$ cat src/rtl/inst_fetch_unit.sv
// inst_fetch_unit: instruction-fetch stage with the IF/ID pipeline register.
// Drives the fetch PC, runs a req/ack handshake with instruction memory, and
// hands Inst/Addr to decode. A one-entry hold buffer absorbs a word that
// arrives while decode is stalled. A branch/jump redirect discards in-flight
// fetches.
// Optional feature macro: BRANCH_DELAY_SLOT_EN. When defined, the word at the
// sequential PC after a redirect (the MIPS delay slot) is delivered instead of
// squashed. When undefined, that word is always squashed.
module inst_fetch_unit #(
  parameter logic [31:0] RESET_PC = 32'h0000_0000
) (
  input  logic        Clk,
  input  logic        Clr,
  input  logic        Stall,
  input  logic        Redirect,
  input  logic [31:0] Target,
  output logic        Imem_Req,
  output logic [31:0] Imem_Addr,
  input  logic        Imem_Ack,
  input  logic [31:0] Imem_Rdata,
  output logic [31:0] Inst,
  output logic [31:0] Addr,
  output logic [31:0] D_PC4,
  output logic        D_Valid
);

  // FETCH: normal sequential fetching.
  // DROP:  a redirect left a request outstanding; its data is junk.
  // SLOT:  a redirect left the delay-slot word outstanding; it is delivered.
  typedef enum logic [1:0] {FETCH, DROP, SLOT} state_t;

  state_t      state_q, state_d;
  logic [31:0] f_pc_q, f_pc_d;
  logic        run_q, run_d;
  logic        hold_valid_q, hold_valid_d;
  logic [31:0] hold_inst_q, hold_inst_d;
  logic [31:0] hold_pc_q, hold_pc_d;
  logic [31:0] pend_pc_q, pend_pc_d;
  logic [31:0] inst_q, inst_d;
  logic [31:0] addr_q, addr_d;
  logic        valid_q, valid_d;

  logic        accept;
  logic [31:0] pc_next;

  assign Imem_Req  = run_q & ~hold_valid_q;
  assign Imem_Addr = f_pc_q;
  assign accept    = Imem_Req & Imem_Ack;
  assign pc_next   = f_pc_q + 32'd4;

  assign Inst    = inst_q;
  assign Addr    = addr_q;
  assign D_PC4   = addr_q + 32'd4;
  assign D_Valid = valid_q;

  // Next-state logic: fetch PC, hold buffer, redirect tracking and IF/ID contents.
  always_comb begin
    state_d      = state_q;
    f_pc_d       = f_pc_q;
    run_d        = 1'b1;
    hold_valid_d = hold_valid_q;
    hold_inst_d  = hold_inst_q;
    hold_pc_d    = hold_pc_q;
    pend_pc_d    = pend_pc_q;
    inst_d       = inst_q;
    addr_d       = addr_q;
    valid_d      = valid_q;

    unique case (state_q)
      FETCH: begin
        if (Redirect) begin
          hold_valid_d = 1'b0;
`ifdef BRANCH_DELAY_SLOT_EN
          if (hold_valid_q) begin
            inst_d  = hold_inst_q;
            addr_d  = hold_pc_q;
            valid_d = 1'b1;
            f_pc_d  = Target;
          end else if (accept) begin
            inst_d  = Imem_Rdata;
            addr_d  = f_pc_q;
            valid_d = 1'b1;
            f_pc_d  = Target;
          end else begin
            inst_d  = 32'd0;
            valid_d = 1'b0;
            if (Imem_Req) begin
              pend_pc_d = Target;
              state_d   = SLOT;
            end else begin
              f_pc_d = Target;
            end
          end
`else
          inst_d  = 32'd0;
          valid_d = 1'b0;
          if (accept || !Imem_Req) begin
            f_pc_d = Target;
          end else begin
            pend_pc_d = Target;
            state_d   = DROP;
          end
`endif
        end else if (accept) begin
          f_pc_d = pc_next;
          if (Stall) begin
            hold_valid_d = 1'b1;
            hold_inst_d  = Imem_Rdata;
            hold_pc_d    = f_pc_q;
          end else begin
            inst_d  = Imem_Rdata;
            addr_d  = f_pc_q;
            valid_d = 1'b1;
          end
        end else if (!Stall) begin
          if (hold_valid_q) begin
            inst_d       = hold_inst_q;
            addr_d       = hold_pc_q;
            valid_d      = 1'b1;
            hold_valid_d = 1'b0;
          end else begin
            inst_d  = 32'd0;
            valid_d = 1'b0;
          end
        end
      end

      DROP: begin
        if (!Stall || Redirect) begin
          inst_d  = 32'd0;
          valid_d = 1'b0;
        end
        if (accept) begin
          f_pc_d  = Redirect ? Target : pend_pc_q;
          state_d = FETCH;
        end else if (Redirect) begin
          pend_pc_d = Target;
        end
      end

      SLOT: begin
        if (accept) begin
          f_pc_d  = Redirect ? Target : pend_pc_q;
          state_d = FETCH;
          if (Stall && !Redirect) begin
            hold_valid_d = 1'b1;
            hold_inst_d  = Imem_Rdata;
            hold_pc_d    = f_pc_q;
          end else begin
            inst_d  = Imem_Rdata;
            addr_d  = f_pc_q;
            valid_d = 1'b1;
          end
        end else begin
          if (Redirect) begin
            pend_pc_d = Target;
          end
          if (!Stall || Redirect) begin
            inst_d  = 32'd0;
            valid_d = 1'b0;
          end
        end
      end

      default: begin
        state_d = FETCH;
      end
    endcase
  end

  // State registers; Clr abandons any outstanding request and restores reset values.
  always_ff @(posedge Clk or posedge Clr) begin
    if (Clr) begin
      state_q      <= FETCH;
      f_pc_q       <= RESET_PC;
      run_q        <= 1'b0;
      hold_valid_q <= 1'b0;
      hold_inst_q  <= 32'd0;
      hold_pc_q    <= 32'd0;
      pend_pc_q    <= 32'd0;
      inst_q       <= 32'd0;
      addr_q       <= 32'd0;
      valid_q      <= 1'b0;
    end else begin
      state_q      <= state_d;
      f_pc_q       <= f_pc_d;
      run_q        <= run_d;
      hold_valid_q <= hold_valid_d;
      hold_inst_q  <= hold_inst_d;
      hold_pc_q    <= hold_pc_d;
      pend_pc_q    <= pend_pc_d;
      inst_q       <= inst_d;
      addr_q       <= addr_d;
      valid_q      <= valid_d;
    end
  end

endmodule
$ cat config.mk
export PLATFORM = sky130hd
export DESIGN_NAME = inst_fetch_unit
export DESIGN_NICKNAME = d
export VERILOG_FILES = /design/src/rtl/inst_fetch_unit.sv
export SDC_FILE = /design/constraint.sdc
export NUM_CORES = 1
export LEC_CHECK = 0
export CAP_MARGIN = 10
export CELL_PAD_IN_SITES_DETAIL_PLACEMENT = 1
export CELL_PAD_IN_SITES_GLOBAL_PLACEMENT = 2
export CORE_MARGIN = 2
export CORE_UTILIZATION = 34
export CTS_BUF_LIST = sky130_fd_sc_hd__clkbuf_4
export CTS_CLUSTER_SIZE = 12
export DETAILED_ROUTE_END_ITERATION = 7
export PLACE_DENSITY_LB_ADDON = 0.08
export SLEW_MARGIN = 20
export SYNTH_ARGS = -nofsm -noshare
export SYNTH_HDL_FRONTEND = slang
export SYNTH_SLANG_ARGS = --single-unit
$ cat constraint.sdc
create_clock -name Clk -period 8.4 [get_ports Clk]
set_input_delay 2.1 -clock Clk [delete_from_list [all_inputs] [get_ports Clk]]
set_output_delay 2.1 -clock Clk [all_outputs]
set_load 0.005 [all_outputs]
==> impl_metrics.ini, run 1 <==
[finish]
area_growth_syn_to_layout_pct = 27.9
nFillCells = 2924
design_area_mm2 = 0.0119
instances_no_fill = 1372
drive_gt1_share_pct = 14.4
final_nets = 1088
fin_util_pct = 44.2

[synthesis]
synth-edff-count = 0
ys_ff_latch = 196
synthesis.area_mm2 = 0.00929
synth_cells = 850
yosysSeqAreaShare_pct = 52.8
yosys_warnings = 0
synth-async-reset-ratio_pct = 100
synth_area_leader_cell = dfrtp_1
synth_area_leaders = dfrtp_1, mux2_2, a222oi_1, mux2i_1, o21ai_0
netlist.area_leader.share_pct = 52.8
synth_flop_cell = dfrtp_1
avgSynthCellArea_um2 = 10.9
syn-num-nets = 921
ys_types = 57

[timing]
fin_crit_sh_pct = 64.2
fin_crit_ps = 5390
finalWorstSetupSlack_ps = 3010
setup_violations = 0
rsz0062_at_grt = false
skew_ps = 22.7
fmaxAchievable_mhz = 185
setup_tns_ps = 0
drv_slew = 0
tightest_slew_ps = 949
slew_headroom_pct = 36.8
hold_viol = 0
hold_ws_ps = 482

[routing]
wl_per_cell_um = 19.3
drtIter0Drc = 486
dr.pass1.iters = 8
drc_errors = 0
vias = 7312
ant_nets = 0
wirelength_um = 26500
drt-vias-per-instance = 5.33

[power_and_ir_drop]
power_mw = 3.18
swShare_pct = 35.0
p_int_mw = 2.07
clock_power_share_pct = 16.8
ir_worst_vdd_mv = 0.103
power_leakage_nw = 5.25
comb_power_share_pct = 33.3
p_sw_mw = 1.11
p_per_area_mw_per_mm2 = 267
seqPwrFrac_pct = 49.8

[clocking]
hold_buffers = 0
clock_sinks = 196
htreeDepth = 4
clock_path_buffers = 2
cts_setup_buffers = 0
cts-resized-gates = 0
cts_buffers = 17
cts-root-buf = clkbuf_4
path_clk_slew_ps = 190
insertion_delay_ps = 590
cts_tree = yes

[place]
placed_area_mm2 = 0.0116
place.gp.congestion = 0.780
port_buffers = 198
dpl_worst_slack_ps = 3360
placedCellCount = 1339
hpwl_um = 18400

[floorplanning]
core_area_mm2 = 0.0269
dieArea_mm2 = 0.0287
die_w_um = 169
initial_core_util_pct = 34.6
die_y_um = 169
rows = 60
ios = 199

[grt]
overflow = 0
grt_usage_pct = 18.5
grt_pass1_vias = 7093
grt_pass1_wl_um = 41700
grt_start_max_net_pins = 107
grt_antenna_before_repair = 1

[setup_path]
cp-end-kind = primary output
start_kind = flop
worstSetupPathType = reg2out
critPathMaxFanout = 6
cp_data_arrival_time_ps = 3290
worstPathRequired_ps = 6300

[worst_hold_path]
hold_class = reg2reg

[status]
status = complete, no violations

[job]
drv_cap = 0
==> power groups by stage <==
stage	Combinational [mW]	Sequential, mW	Clock (mW)
6_report	1.06	1.58	0.535
5_1_grt	1.17	1.64	0.592
4_1_cts	1.08	1.59	0.562
3_5_place_dp	1.08	1.61	0
3_3_place_gp	1.05	1.59	0
2_1_floorplan	0.539	1.48	0
==> path summary, 6_finish.rpt <==
check                                           startpoint                        end  slack [ps]  cells past startpoint
min in group asynchronous                              Clr       Inst[23]$_DFFE_PP0P_        2030                      2
worst max-delay path                   Addr[2]$_DFFE_PP0P_                  D_PC4[28]        3010                      7
worst max register to register    hold_valid_q$_DFFE_PP0P_  pend_pc_q[19]$_DFFE_PP0P_        5650                      7
worst min-delay path            hold_inst_q[4]$_DFFE_PP0P_        Inst[4]$_DFFE_PP0P_         480                      2
max in group asynchronous                              Clr       Addr[30]$_DFFE_PP0P_        5160                      3
worst min register to register  hold_inst_q[4]$_DFFE_PP0P_        Inst[4]$_DFFE_PP0P_         480                      2
==> cell families (layout without fill, tap and decap cells) <==
| kind of cell | count (synthesis) | in the layout | synth area share, % |
|---|---|---|---|
| DFF | 196 | 196 | 52.8 |
| adders and majority gates | 2 | 2 | 0.269 |
| and+or+nand+nor | 210 | 210 | 11.3 |
| buffers and inverters | 107 | 287 | 4.62 |
| AOI/OAI and AO/OA | 181 | 181 | 13.6 |
| xor gates and xnor gates | 29 | 29 | 2.73 |
| other | 1 | 2 | 0.0404 |
| muxes | 124 | 124 | 14.6 |
==> registers in the layout, indices dropped and copies added (netlist names) <==
register,count
run_q,1
hold_valid_q,1
Inst,32
state_q,1
hold_inst_q,32
Addr,32
Imem_Addr,32
pend_pc_q,32
D_Valid,1
hold_pc_q,32
==> cell type report <==
type	count	area, um^2	area share [%]
diodes	1	2.50	0.0211
multi-input cells	547	3990	33.5
repair buffers	211	2090	17.6
well taps	341	427	3.59
clock buffers	18	135	1.14
inverters	44	173	1.45
clock inverters	14	164	1.38
flip-flops and latches	196	4900	41.3
==> worst max-delay path, stage by stage (launching register included) <==
cell	delay (ps)
dfrtp_1	470
ha_1	280
inv_1	60
or4_1	600
nor4_1	490
nand2_1	140
xnor2_1	150
clkdlybuf4s50_1	520
==> cells in the final DEF, fill, tap and decap left out, drive strengths merged, types with 4 or more instances in the layout <==
cell	count
a21oi	25
a221oi	4
a222oi	35
a22o	5
a22oi	14
a2bb2oi	4
a31oi	5
and3	9
and4	6
buf	13
clkbuf	18
clkdlybuf4s50	198
clkinv	4
dfrtp	196
inv	51
mux2	93
mux2i	31
nand2	72
nand3	29
nand4	17
nor2	38
nor3	9
nor4	7
o21ai	61
o311ai	5
o31ai	4
or4	6
xnor2	21
xor2	8
==> cells in the mapped netlist, types with 5 or more instances <==
library cell,number
nor2_1,38
xnor2_1,21
nor3_1,8
a222oi_1,35
and3_1,9
inv_1,44
nand4_1,16
and4_1,6
a22oi_1,14
o21ai_0,61
xor2_1,8
nand3_1,29
mux2i_1,31
a21oi_1,25
nor4_1,6
mux2_2,93
dfrtp_1,196
a22o_1,5
clkbuf_1,41
or4_1,6
buf_2,16
a31oi_1,5
nand2_1,72
==> layer usage <==
metal / GRT usage, % / part of all wire [%]
met1: 28.4 / 51
met2: 27.9 / 45
met3: 2.94 / 4.0
met4: 2.90 / 0.63
met5: 0 / 0
(Power assumes the default switching activity.)
==> run 2: changes to the inputs <==
Clock period 8.4 ns to 5.1 ns, I/O delays scaled along.
==> impl_metrics.ini, run 2 (synthesis results as in run 1) <==
[grt]
grt_usage_pct = 18.7
use_met1_pct = 28.4
overflow = 0
top_usage_layer = met1
grt_start_max_net_pins = 91
grt_antenna_before_repair = 1
grt_pass1_wl_um = 42100
grt_pass1_vias = 7307
grt.met3_usage_pct = 3.10
use_met2_pct = 28.1

[setup_path]
crit_path_start = Addr[2]$_DFFE_PP0P_
worstReg2RegEnd = pend_pc_q[14]$_DFFE_PP0P_
worstSetupPathType = reg2out
worstPathRequired_ps = 3830
critPathMaxFanout = 6
cp-end-kind = primary output
worstRegToRegCells = 5
r2r_start = state_q[0]$_DFFE_PP0P_
crit_path_end = D_PC4[26]
start_kind = flop
r2r_slack_ps = 2190
cp_data_arrival_time_ps = 3260

[timing]
hold_ws_ps = 505
fin_crit_sh_pct = 89.0
fin_crit_ps = 4540
setup_violations = 0
hold_viol = 0
setup_tns_ps = 0
fmaxAchievable_mhz = 220
skew_ps = 32.4
slew_headroom_pct = 33.2
drv_slew = 0
tightest_slew_ps = 992
rsz0062_at_grt = false

[routing]
drt-vias-per-instance = 5.34
drtIter0Drc = 489
vias = 7337
wl_per_cell_um = 19.3
ant_nets = 0
dr.pass1.iters = 5
drc_errors = 0
wirelength_um = 26500

[finish]
drive_gt1_share_pct = 14.5
final_cell_mix = clkdlybuf4s50_1, dfrtp_1, mux2_2
area_growth_syn_to_layout_pct = 28.0
final_nets = 1090
mostFrequentLayoutCell = clkdlybuf4s50_1

[floorplanning]
die_w_um = 169
initial_core_util_pct = 34.6
rows = 60
ios = 199
die_y_um = 169
core_area_mm2 = 0.0269
dieArea_mm2 = 0.0287

[clocking]
cts_setup_buffers = 0
cts_tree = yes
cts-root-buf = clkbuf_4
cts-resized-gates = 0
hold_buffers = 0
clock_sinks = 196
htreeDepth = 4
insertion_delay_ps = 600
clock_path_buffers = 2
path_clk_slew_ps = 160
cts_buffers = 17

[power_and_ir_drop]
power_leakage_nw = 5.24
power_mw = 5.22
p_per_area_mw_per_mm2 = 439
ir_worst_vdd_mv = 0.138

[worst_hold_path]
hold_class = reg2reg

[place]
hpwl_um = 18500
place.gp.congestion = 0.747
port_buffers = 198

[status]
status = complete, no violations

[job]
drv_cap = 0
[run 2: changes by cell type in the layout (fill, tap and decap cells not counted)]
cell        change
buf_12          +1
inv_6           +2
clkinvlp_4      +1
inv_8           -3
inv_12          +1
buf_4           +1
clkinv_8        -1
clkbuf_4        -1
[run 2: how the worst min path moves through the flow]
stage	from	end	slack [ps]	cells past startpoint
after floorplan	hold_pc_q[22]$_DFFE_PP0P_	hold_pc_q[22]$_DFFE_PP0P_	450	2
after global placement	hold_inst_q[28]$_DFFE_PP0P_	Inst[28]$_DFFE_PP0P_	460	2
after detailed placement	hold_inst_q[1]$_DFFE_PP0P_	Inst[1]$_DFFE_PP0P_	470	2
after CTS	hold_inst_q[9]$_DFFE_PP0P_	Inst[9]$_DFFE_PP0P_	490	2
after global routing	hold_inst_q[9]$_DFFE_PP0P_	Inst[9]$_DFFE_PP0P_	520	2
final	hold_inst_q[25]$_DFFE_PP0P_	Inst[25]$_DFFE_PP0P_	510	2
[run 2: area by class of cell]
class | count | area (um^2)
Antenna cell | 1 | 2.50
Sequential cell | 196 | 4900
Tap cell | 341 | 427
Timing Repair Buffer | 213 | 2120
Clock buffer | 17 | 128
Fill cell | 2921 | 15000
Clock inverter | 14 | 159
Inverter | 44 | 169
Multi-Input combinational cell | 547 | 3990
[run 2: worst max-delay path: stages, from the launching register on]
cell and delay (ps):
dfrtp_1 450, ha_1 290, inv_1 60, or4_1 610
nor4_1 440, nand2_1 130, xnor2_1 160, clkdlybuf4s50_1 530
[run 2: layer usage]
layer  vias to the layer above  share of wire, %
met2                       171                44
met3                        13               3.7
li1                       3452                 -
met4                         0              0.81
met1                      3701                51
met5                         -                 0
[run 2: through the flow]
step	std cells	util [%]	worst slack, ps	instance area (um^2)
6_report	1373	44.3	561	11900
5_1_grt	1373	44.3	286	11900
4_1_cts	1372	44.3	452	11900
3_5_place_dp	1341	43.2	1150	11600
3_3_place_gp	1341	43.2	1180	11600
2_1_floorplan	850	-	1290	9290
[run 2: report_power, final]
part | total [mW] | switching [mW] | internal [mW]
clock | 0.865 | 0.599 | 0.266
sequential | 2.62 | 0.576 | 2.04
combinational | 1.73 | 0.647 | 1.09
total | 5.22 | 1.82 | 3.40
